<file path="src/rtl/bht_update_buffer.sv">
// ---------------------------------------------------------------------------
// bht_update_buffer
//   Decouples resolved conditional-branch outcomes from the branch unit and
//   replays them to the BHT update port, at most one update per cycle.
//   Outcomes are queued in a circular FIFO. Pending work is discarded on
//   flush, and new outcomes are ignored while the core is in debug mode.
//
// Optional feature (compile-time macro BHT_UPD_COALESCE_EN):
//   When defined, a push whose PC equals the PC of the newest queued entry
//   overwrites that entry's outcome instead of allocating a new entry.
//   When undefined, every qualifying push allocates and no PC compare exists.
//
// Ports
//   clk_i            clock
//   rst_ni           asynchronous active-low reset
//   flush_i          drop every pending entry
//   debug_mode_i     core in debug mode: pushes suppressed, draining continues
//   resolve_valid_i  conditional branch resolved this cycle
//   resolve_pc_i     PC of the resolved branch
//   resolve_taken_i  branch outcome
//   upd_valid_o      head entry available
//   upd_pc_o         head entry PC (held while upd_valid_o=0)
//   upd_taken_o      head entry outcome (held while upd_valid_o=0)
//   upd_ready_i      BHT accepts the update this cycle
//   level_o          number of pending entries
//   overflow_cnt_o   saturating count of outcomes dropped because full
// ---------------------------------------------------------------------------
module bht_update_buffer #(
  parameter int VLEN  = 64,
  parameter int DEPTH = 4,
  parameter int CNT_W = 8
) (
  input  logic                       clk_i,
  input  logic                       rst_ni,
  input  logic                       flush_i,
  input  logic                       debug_mode_i,
  input  logic                       resolve_valid_i,
  input  logic [VLEN-1:0]            resolve_pc_i,
  input  logic                       resolve_taken_i,
  output logic                       upd_valid_o,
  output logic [VLEN-1:0]            upd_pc_o,
  output logic                       upd_taken_o,
  input  logic                       upd_ready_i,
  output logic [$clog2(DEPTH):0]     level_o,
  output logic [CNT_W-1:0]           overflow_cnt_o
);

  localparam int AW = $clog2(DEPTH);
  localparam int PW = AW + 1;

  localparam logic [PW-1:0]    PTR_ONE = {{AW{1'b0}}, 1'b1};
  localparam logic [CNT_W-1:0] CNT_ONE = {{(CNT_W-1){1'b0}}, 1'b1};
  localparam logic [CNT_W-1:0] CNT_MAX = {CNT_W{1'b1}};

  // Storage and pointers; pointers carry one extra wrap bit.
  logic [VLEN-1:0]  mem_pc_r    [DEPTH];
  logic             mem_taken_r [DEPTH];
  logic [PW-1:0]    wr_ptr_r;
  logic [PW-1:0]    rd_ptr_r;

  // Registered outputs.
  logic             upd_valid_r;
  logic [VLEN-1:0]  upd_pc_r;
  logic             upd_taken_r;
  logic [PW-1:0]    level_r;
  logic [CNT_W-1:0] ovf_cnt_r;

  // Next-state values.
  logic [PW-1:0]    wr_ptr_n_s;
  logic [PW-1:0]    rd_ptr_n_s;
  logic             upd_valid_n_s;
  logic [VLEN-1:0]  upd_pc_n_s;
  logic             upd_taken_n_s;
  logic [CNT_W-1:0] ovf_cnt_n_s;

  logic             empty_s;
  logic             full_s;
  logic             push_req_s;
  logic             pop_s;
  logic             coalesce_s;
  logic             alloc_s;
  logic             drop_s;
  logic [AW-1:0]    wr_idx_s;
  logic [AW-1:0]    rd_idx_n_s;

  assign wr_idx_s   = wr_ptr_r[AW-1:0];
  assign rd_idx_n_s = rd_ptr_n_s[AW-1:0];
  assign empty_s    = (wr_ptr_r == rd_ptr_r);
  assign full_s     = (wr_ptr_r[AW] != rd_ptr_r[AW]) &&
                      (wr_ptr_r[AW-1:0] == rd_ptr_r[AW-1:0]);

  // Flush wins over both push and pop in the same cycle.
  assign push_req_s = resolve_valid_i && !debug_mode_i && !flush_i;
  assign pop_s      = upd_valid_r && upd_ready_i && !flush_i;

`ifdef BHT_UPD_COALESCE_EN
  logic [AW-1:0] newest_idx_s;
  logic [PW-1:0] newest_ptr_s;

  assign newest_ptr_s = wr_ptr_r - PTR_ONE;
  assign newest_idx_s = newest_ptr_s[AW-1:0];
  // A single entry that is leaving this cycle cannot absorb the new outcome.
  assign coalesce_s   = push_req_s && !empty_s &&
                        (resolve_pc_i == mem_pc_r[newest_idx_s]) &&
                        !(pop_s && (level_r == PTR_ONE));
`else
  assign coalesce_s   = 1'b0;
`endif

  // A full FIFO still accepts when the head leaves in the same cycle.
  assign alloc_s = push_req_s && !coalesce_s && (!full_s || pop_s);
  assign drop_s  = push_req_s && !coalesce_s && full_s && !pop_s;

  // Next-state computation for pointers, counter and head registers.
  always_comb begin
    wr_ptr_n_s    = wr_ptr_r;
    rd_ptr_n_s    = rd_ptr_r;
    upd_valid_n_s = upd_valid_r;
    upd_pc_n_s    = upd_pc_r;
    upd_taken_n_s = upd_taken_r;
    ovf_cnt_n_s   = ovf_cnt_r;

    if (flush_i) begin
      rd_ptr_n_s = wr_ptr_r;
      wr_ptr_n_s = wr_ptr_r;
    end else begin
      if (pop_s) begin
        rd_ptr_n_s = rd_ptr_r + PTR_ONE;
      end else begin
        rd_ptr_n_s = rd_ptr_r;
      end
      if (alloc_s) begin
        wr_ptr_n_s = wr_ptr_r + PTR_ONE;
      end else begin
        wr_ptr_n_s = wr_ptr_r;
      end
    end

    if (drop_s && (ovf_cnt_r != CNT_MAX)) begin
      ovf_cnt_n_s = ovf_cnt_r + CNT_ONE;
    end else begin
      ovf_cnt_n_s = ovf_cnt_r;
    end

    // Head registers follow the next head slot, including data written
    // into that slot this cycle; they hold their value when empty.
    if (wr_ptr_n_s == rd_ptr_n_s) begin
      upd_valid_n_s = 1'b0;
    end else begin
      upd_valid_n_s = 1'b1;
      if (alloc_s && (wr_idx_s == rd_idx_n_s)) begin
        upd_pc_n_s    = resolve_pc_i;
        upd_taken_n_s = resolve_taken_i;
`ifdef BHT_UPD_COALESCE_EN
      end else if (coalesce_s && (newest_idx_s == rd_idx_n_s)) begin
        upd_pc_n_s    = mem_pc_r[rd_idx_n_s];
        upd_taken_n_s = resolve_taken_i;
`endif
      end else begin
        upd_pc_n_s    = mem_pc_r[rd_idx_n_s];
        upd_taken_n_s = mem_taken_r[rd_idx_n_s];
      end
    end
  end

  // FIFO entry storage: allocate at the write slot or update the newest outcome.
  always_ff @(posedge clk_i or negedge rst_ni) begin
    if (!rst_ni) begin
      for (int i = 0; i < DEPTH; i++) begin
        mem_pc_r[i]    <= {VLEN{1'b0}};
        mem_taken_r[i] <= 1'b0;
      end
    end else if (alloc_s) begin
      mem_pc_r[wr_idx_s]    <= resolve_pc_i;
      mem_taken_r[wr_idx_s] <= resolve_taken_i;
`ifdef BHT_UPD_COALESCE_EN
    end else if (coalesce_s) begin
      mem_taken_r[newest_idx_s] <= resolve_taken_i;
`endif
    end
  end

  // Pointer, level, counter and head-output registers.
  always_ff @(posedge clk_i or negedge rst_ni) begin
    if (!rst_ni) begin
      wr_ptr_r    <= {PW{1'b0}};
      rd_ptr_r    <= {PW{1'b0}};
      level_r     <= {PW{1'b0}};
      ovf_cnt_r   <= {CNT_W{1'b0}};
      upd_valid_r <= 1'b0;
      upd_pc_r    <= {VLEN{1'b0}};
      upd_taken_r <= 1'b0;
    end else begin
      wr_ptr_r    <= wr_ptr_n_s;
      rd_ptr_r    <= rd_ptr_n_s;
      level_r     <= wr_ptr_n_s - rd_ptr_n_s;
      ovf_cnt_r   <= ovf_cnt_n_s;
      upd_valid_r <= upd_valid_n_s;
      upd_pc_r    <= upd_pc_n_s;
      upd_taken_r <= upd_taken_n_s;
    end
  end

  assign upd_valid_o    = upd_valid_r;
  assign upd_pc_o       = upd_pc_r;
  assign upd_taken_o    = upd_taken_r;
  assign level_o        = level_r;
  assign overflow_cnt_o = ovf_cnt_r;

endmodule

</file>
<file path="config.mk">
export PLATFORM = sky130hd
export DESIGN_NAME = bht_update_buffer
export DESIGN_NICKNAME = d
export VERILOG_FILES = /design/src/rtl/bht_update_buffer.sv
export SDC_FILE = /design/constraint.sdc
export NUM_CORES = 1
export LEC_CHECK = 0
export CORE_UTILIZATION = 27
export DETAILED_ROUTE_END_ITERATION = 12
export PLACE_DENSITY = 0.48
export SYNTH_ARGS = -nofsm -noshare
export SYNTH_HDL_FRONTEND = slang
export SYNTH_SLANG_ARGS = --single-unit
</file>
<file path="constraint.sdc">
create_clock -name clk_i -period 9.5 [get_ports clk_i]
set_input_delay 1.9 -clock clk_i [delete_from_list [all_inputs] [get_ports clk_i]]
set_output_delay 1.9 -clock clk_i [all_outputs]
set_load 0.05 [all_outputs]
</file>
== Word-level counts from Yosys, hierarchy flattened ==
Cells that the tools add are included.
Widths: inputs -> output; s select.
Cells by class
  equality and inequality tests: 5
  multiply operators: 0
  $lt $le $gt $ge: 3
  div/mod/pow operators: 0
  add/sub/neg operators: 4
  reductions and logical operators: 16
  bitwise logic cells: 2
  mux-type cells: 19
  shifts and indexed selects: 0
Operator list (count)
  $bwmux 256: 1
  $mux 64: 4
  $bmux 64 s2: 1
  $demux 64 s2: 1
  $mux 3: 4
  $logic_and 1x1->1: 11
  $add 8x1->8 const B: 1
  $ne 8x8->1 const B: 1
  $add 3x1->3 const B: 2
  $ge 3x3->1 const B: 2
  $not 2->3: 2
  $mux 1: 5
  $bwmux 4: 1
  $eq 2x2->1: 2
  $logic_not 1->1: 4
  $eq 3x3->1: 1
  $lt 3x1->1 const B: 1
  $sub 3x3->3: 1
  $bmux 1 s2: 1
  $demux 1 s2: 1
  $logic_or 1x1->1: 1
  $ne 1x1->1: 1
Storage, ports and cells
  memories kept: 0
  latch bits: 0
  logic and storage cells: 64
  bits in read-only memories: 0
  flip-flop bits (word level): 343
  RAM bits: 0

== Longest topological paths before layout ==
  depth in word-level cells: 9
  mapped depth: 14
  depth with buffers taken out: 10

== Worst setup path before layout ==
No wires, ideal clock.
  kind: input-to-reg
  from: input port upd_ready_i
  to: register upd_pc_r[18] (netlist: upd_pc_o[18])
  path buffers: 4
  data arrival time: 4.437 ns
  path slack: 4.936 ns
  stages on the path: 13
  cell sequence: buf_2 and2_4 or4_1 and2_1 buf_6 a21o_1 ha_1 nand2_1 a211o_1 mux2_4 buf_12 buf_12 mux2i_1
On the way
  elaborated cells on any way between the ends: 16
RTL lines
  from (decl): RTL line 43  | input logic upd_ready_i,
  $logic_and 1x1->1 (2 in a row): RTL line 94  | assign pop_s = upd_valid_r && upd_ready_i && !flush_i;
  $logic_or 1x1->1: RTL line 111  | assign alloc_s = push_req_s && !coalesce_s && (!full_s || pop_s);
  $logic_and 1x1->1: RTL line 111
  $mux 3: RTL line 132  | if (alloc_s) begin
  $mux 3: RTL line 123  | if (flush_i) begin
  via wr_ptr_n_s[1]: RTL line 69  | logic [PW-1:0] wr_ptr_n_s;
  $eq 3x3->1: RTL line 147  | if (wr_ptr_n_s == rd_ptr_n_s) begin
  to (signal assigned): RTL line 191  | upd_pc_r <= {VLEN{1'b0}};
  to (signal assigned): RTL line 199  | upd_pc_r <= upd_pc_n_s;
  to (decl): RTL line 63  | logic [VLEN-1:0] upd_pc_r;
The timed path passes the listed nets, and every way through them passes these cells. The select of a mux whose other input is x is not followed.
A chain may end at the register's enable or synchronous reset.

== Worst setup path in the final report ==
  from: input port flush_i
  to: register upd_pc_r[62] (netlist: upd_pc_o[62])
On the way
  word-level cells in the longest chain between the ends: 9
  elaborated cells on any way between the ends: 17
Ends and longest elaborated chain
  from (decl): RTL line 35  | input logic flush_i,
  $logic_not 1->1: RTL line 93, 94
  $logic_and 1x1->1: RTL line 94
  $mux 3: RTL line 127  | if (pop_s) begin
  $mux 3: RTL line 123
  $not 2->3 (not written as such): RTL line 160  | upd_pc_n_s = mem_pc_r[rd_idx_n_s];
  $bmux 64 s2: RTL line 160
  $mux 64 (not written as such) (2 in a row): RTL line 160
  $mux 64: RTL line 151  | if (alloc_s && (wr_idx_s == rd_idx_n_s)) begin
Parallel ways exist; a longest one is shown, timed or not. The select of a mux whose other input is x is not followed.

==> impl_metrics.py <==
metrics = {
    "status": {
        "status": "finished, final reports clean",
    },
    "cts": {
        "cts_setup_buffers": 0,
        "clock_latency_ns": 0.56,
        "clk_pin_slew_ns": 0.06,
        "htreeDepth": 2,
        "clkSinkCount": 343,
        "cts_tree": "yes",
        "ctsResizeCount": 0,
        "clockRootBuffer": "clkbuf_16",
        "cts_buffers": 41,
        "ctsHoldBuffers": 0,
        "cts_buffer_depth": 3,
    },
    "synthesis": {
        "synth_fa_ha_area_share_pct": 0.705,
        "syn_nets": 1549,
        "synth_area_leaders": "dfrtp_1 (50%), mux2_2 (15%), o211ai_1 (5.7%)",
        "yosysWarnings": 0,
        "ys_ff_latch": 343,
        "synth.mux.area_fraction_pct": 21.3,
        "synth_edf_count": 0,
        "synth_xor_area_share_pct": 0.720,
        "synth_simple_gate_area_share_pct": 8.93,
        "synth_top_family_by_area": "multiplexers",
        "synth_area_um2": 17000,
        "avgSynthCellArea_um2": 11.6,
        "synth-compound-area-share_pct": 8.86,
        "yosysTopAreaCell": "dfrtp_1",
        "syn_inst": 1469,
        "synth.distinct_cells": 47,
        "synth_top_area_share_pct": 50.4,
        "ys_seq_area_share_pct": 50.4,
        "synthArstFlopShare_pct": 100,
        "synth_ff_type": "dfrtp_1",
    },
    "hold_path": {
        "holdPathStages": 1,
        "holdCritPathClass": "reg -> reg",
    },
    "drt": {
        "dr.pass1.iters": 4,
        "avgViaCountPerCell": 4.94,
        "remaining_drc_errors": 0,
        "dr_total_vias": 11900,
        "drt_iter0_drc": 665,
        "wl_um": 49200,
        "antenna_left": 0,
        "wire_per_inst_um": 20.5,
    },
    "power": {
        "p_per_area_nw_per_um2": 376,
        "post-layout-total-power_uw": 7640,
        "vdd_drop_max_mv": 0.285,
        "p_leak_uw": 0.00898,
    },
    "setup_path": {
        "max_stage_delay_ns": 0.86,
        "path_class": "in -> reg",
        "cp-start-kind": "primary input",
        "crit_family": "buffers and inverters",
        "cp_max_fo": 66,
        "reg2reg_depth": 10,
        "worstSetupPathDepth": 9,
        "cp.arrival_ns": 6.25,
        "path_cells": "clkdlybuf4s50_1 -> a211o_4 -> and3_4 -> ha_1 -> nand2_1 -> a211o_1 -> mux2_4 -> buf_4 -> mux2i_1",
        "worst_ep_required_time_ns": 9.97,
        "end_kind": "flop",
        "cp_slowest_cell": "clkdlybuf4s50_1",
        "cp.buffers_inverters": 2,
    },
    "sta": {
        "slew_headroom_pct": 25.0,
        "period_share_pct": 60.8,
        "finalSetupViolations": 0,
        "hold_violations": 0,
        "fin_crit_ns": 5.78,
        "rsz0062_at_grt": "no",
        "worst_pin_slew_ns": 1.12,
        "tns_ns": 0,
        "fin_worst_skew_ns": 0.0138,
        "slew_violations": 0,
        "fmax_ghz": 0.173,
    },
    "cells_and_area": {
        "diodes": 0,
        "syn_to_final_growth_pct": 19.3,
        "fin_nets": 1622,
        "utilization_pct": 32.8,
        "final_common_cell": "dfrtp_1",
        "drive_gt1_share_pct": 20.1,
        "stdcell_count": 2404,
        "final_cell_mix": "dfrtp_1 (343), mux2_2 (221), inv_1 (203)",
    },
    "global_routing": {
        "antenna_found_initial": 3,
        "grt_pass1_wl_um": 76600,
        "grt_usage_pct": 15.5,
        "grt.overflow.total": 0,
        "grt_pass1_vias": 12500,
        "grt_max_degree": 162,
    },
    "placed_design": {
        "gp_congestion": 0.752,
        "dpl.cell_count": 2336,
        "numPortBuffers": 147,
        "place_hpwl_um": 26600,
    },
    "floorplan": {
        "start_util_pct": 27.5,
        "fp.dieH_um": 253,
        "die_area_um2": 64100,
        "die_x_um": 253,
        "io-pin-count": 148,
        "std_cell_rows": 91,
        "core-area_um2": 62100,
    },
    "run": {
        "cap_viol_max_count": 0,
    },
}
[sequential cells by signal (all words and copies together), names as in the netlist]
| register | count |
|---|---|
| mem_pc_r | 256 |
| upd_pc_o | 64 |
| overflow_cnt_o | 8 |
| mem_taken_r | 4 |
| level_o | 3 |
| rd_ptr_r | 3 |
| wr_ptr_r | 3 |
| upd_taken_o | 1 |
| upd_valid_o | 1 |
[synth_stat cells, drive strengths merged (2+ instances only)]
cell	number
mux2	262
nand4	134
o211ai	130
buf	47
o311ai	2
mux2i	65
a31oi	65
nand3	4
dfrtp	343
nor2	3
and2	2
ha	8
a21o	2
nand2b	2
nor3b	66
nand2	10
xnor2	9
a211o	2
inv	204
xor2	5
clkbuf	85
and3	2
o21ai	2
[path summary, 6_finish.rpt]
path | start | to | slack, ns
max in group asynchronous | rst_ni | mem_pc_r[240] | 6.52
hold / removal | mem_pc_r[98] | mem_pc_r[98] | 0.49
setup / recovery | flush_i | upd_pc_o[62] | 3.72
setup reg to reg | upd_valid_o | upd_pc_o[62] | 5.20
hold reg to reg | mem_pc_r[98] | mem_pc_r[98] | 0.49
min in group asynchronous | rst_ni | mem_pc_r[82] | 1.36
[stage by stage]
step / setup WS (ns) / hold WS [ns] / instance area, um^2
2_1_floorplan: 4.94 / 0.464 / 17000
3_3_place_gp: 3.10 / 0.473 / 19000
3_5_place_dp: 3.06 / 0.481 / 19000
4_1_cts: 3.65 / 0.494 / 20300
5_1_grt: 3.42 / 0.509 / 20300
6_report: 3.72 / 0.491 / 20300
[kinds of logic after synthesis]
logic type	after synthesis
fa+ha+maj	9
simple gates	231
xor+xnor	14
mux	328
compound gates	208
flops	343
buf+inv	336
[report_power, final]
part | internal, uW | switching, uW | leakage [uW]
Combinational | 1400 | 2070 | 0.00411
Clock | 972 | 632 | 0.000670
Sequential | 2190 | 377 | 0.00421
Total | 4560 | 3080 | 0.00898
[cell type report]
class,instances,area [um^2]
clock buffers,60,1230
flip-flops and latches,343,8580
inverters,204,766
multi-input cells,790,6980
clock inverters,8,126
repair buffers,162,1600
fillers,6221,41700
well taps,837,1050
[routing by layer]
layer  vias up  part of all wire, %  global-route usage, %
met5         -                0.069                      0
met4         6                  2.2                   5.42
met3        68                  4.7                   3.10
met2       267                   47                   25.0
met1      6093                   46                   20.5
li1       5431                    -                      -
(Power assumes the default switching activity.)
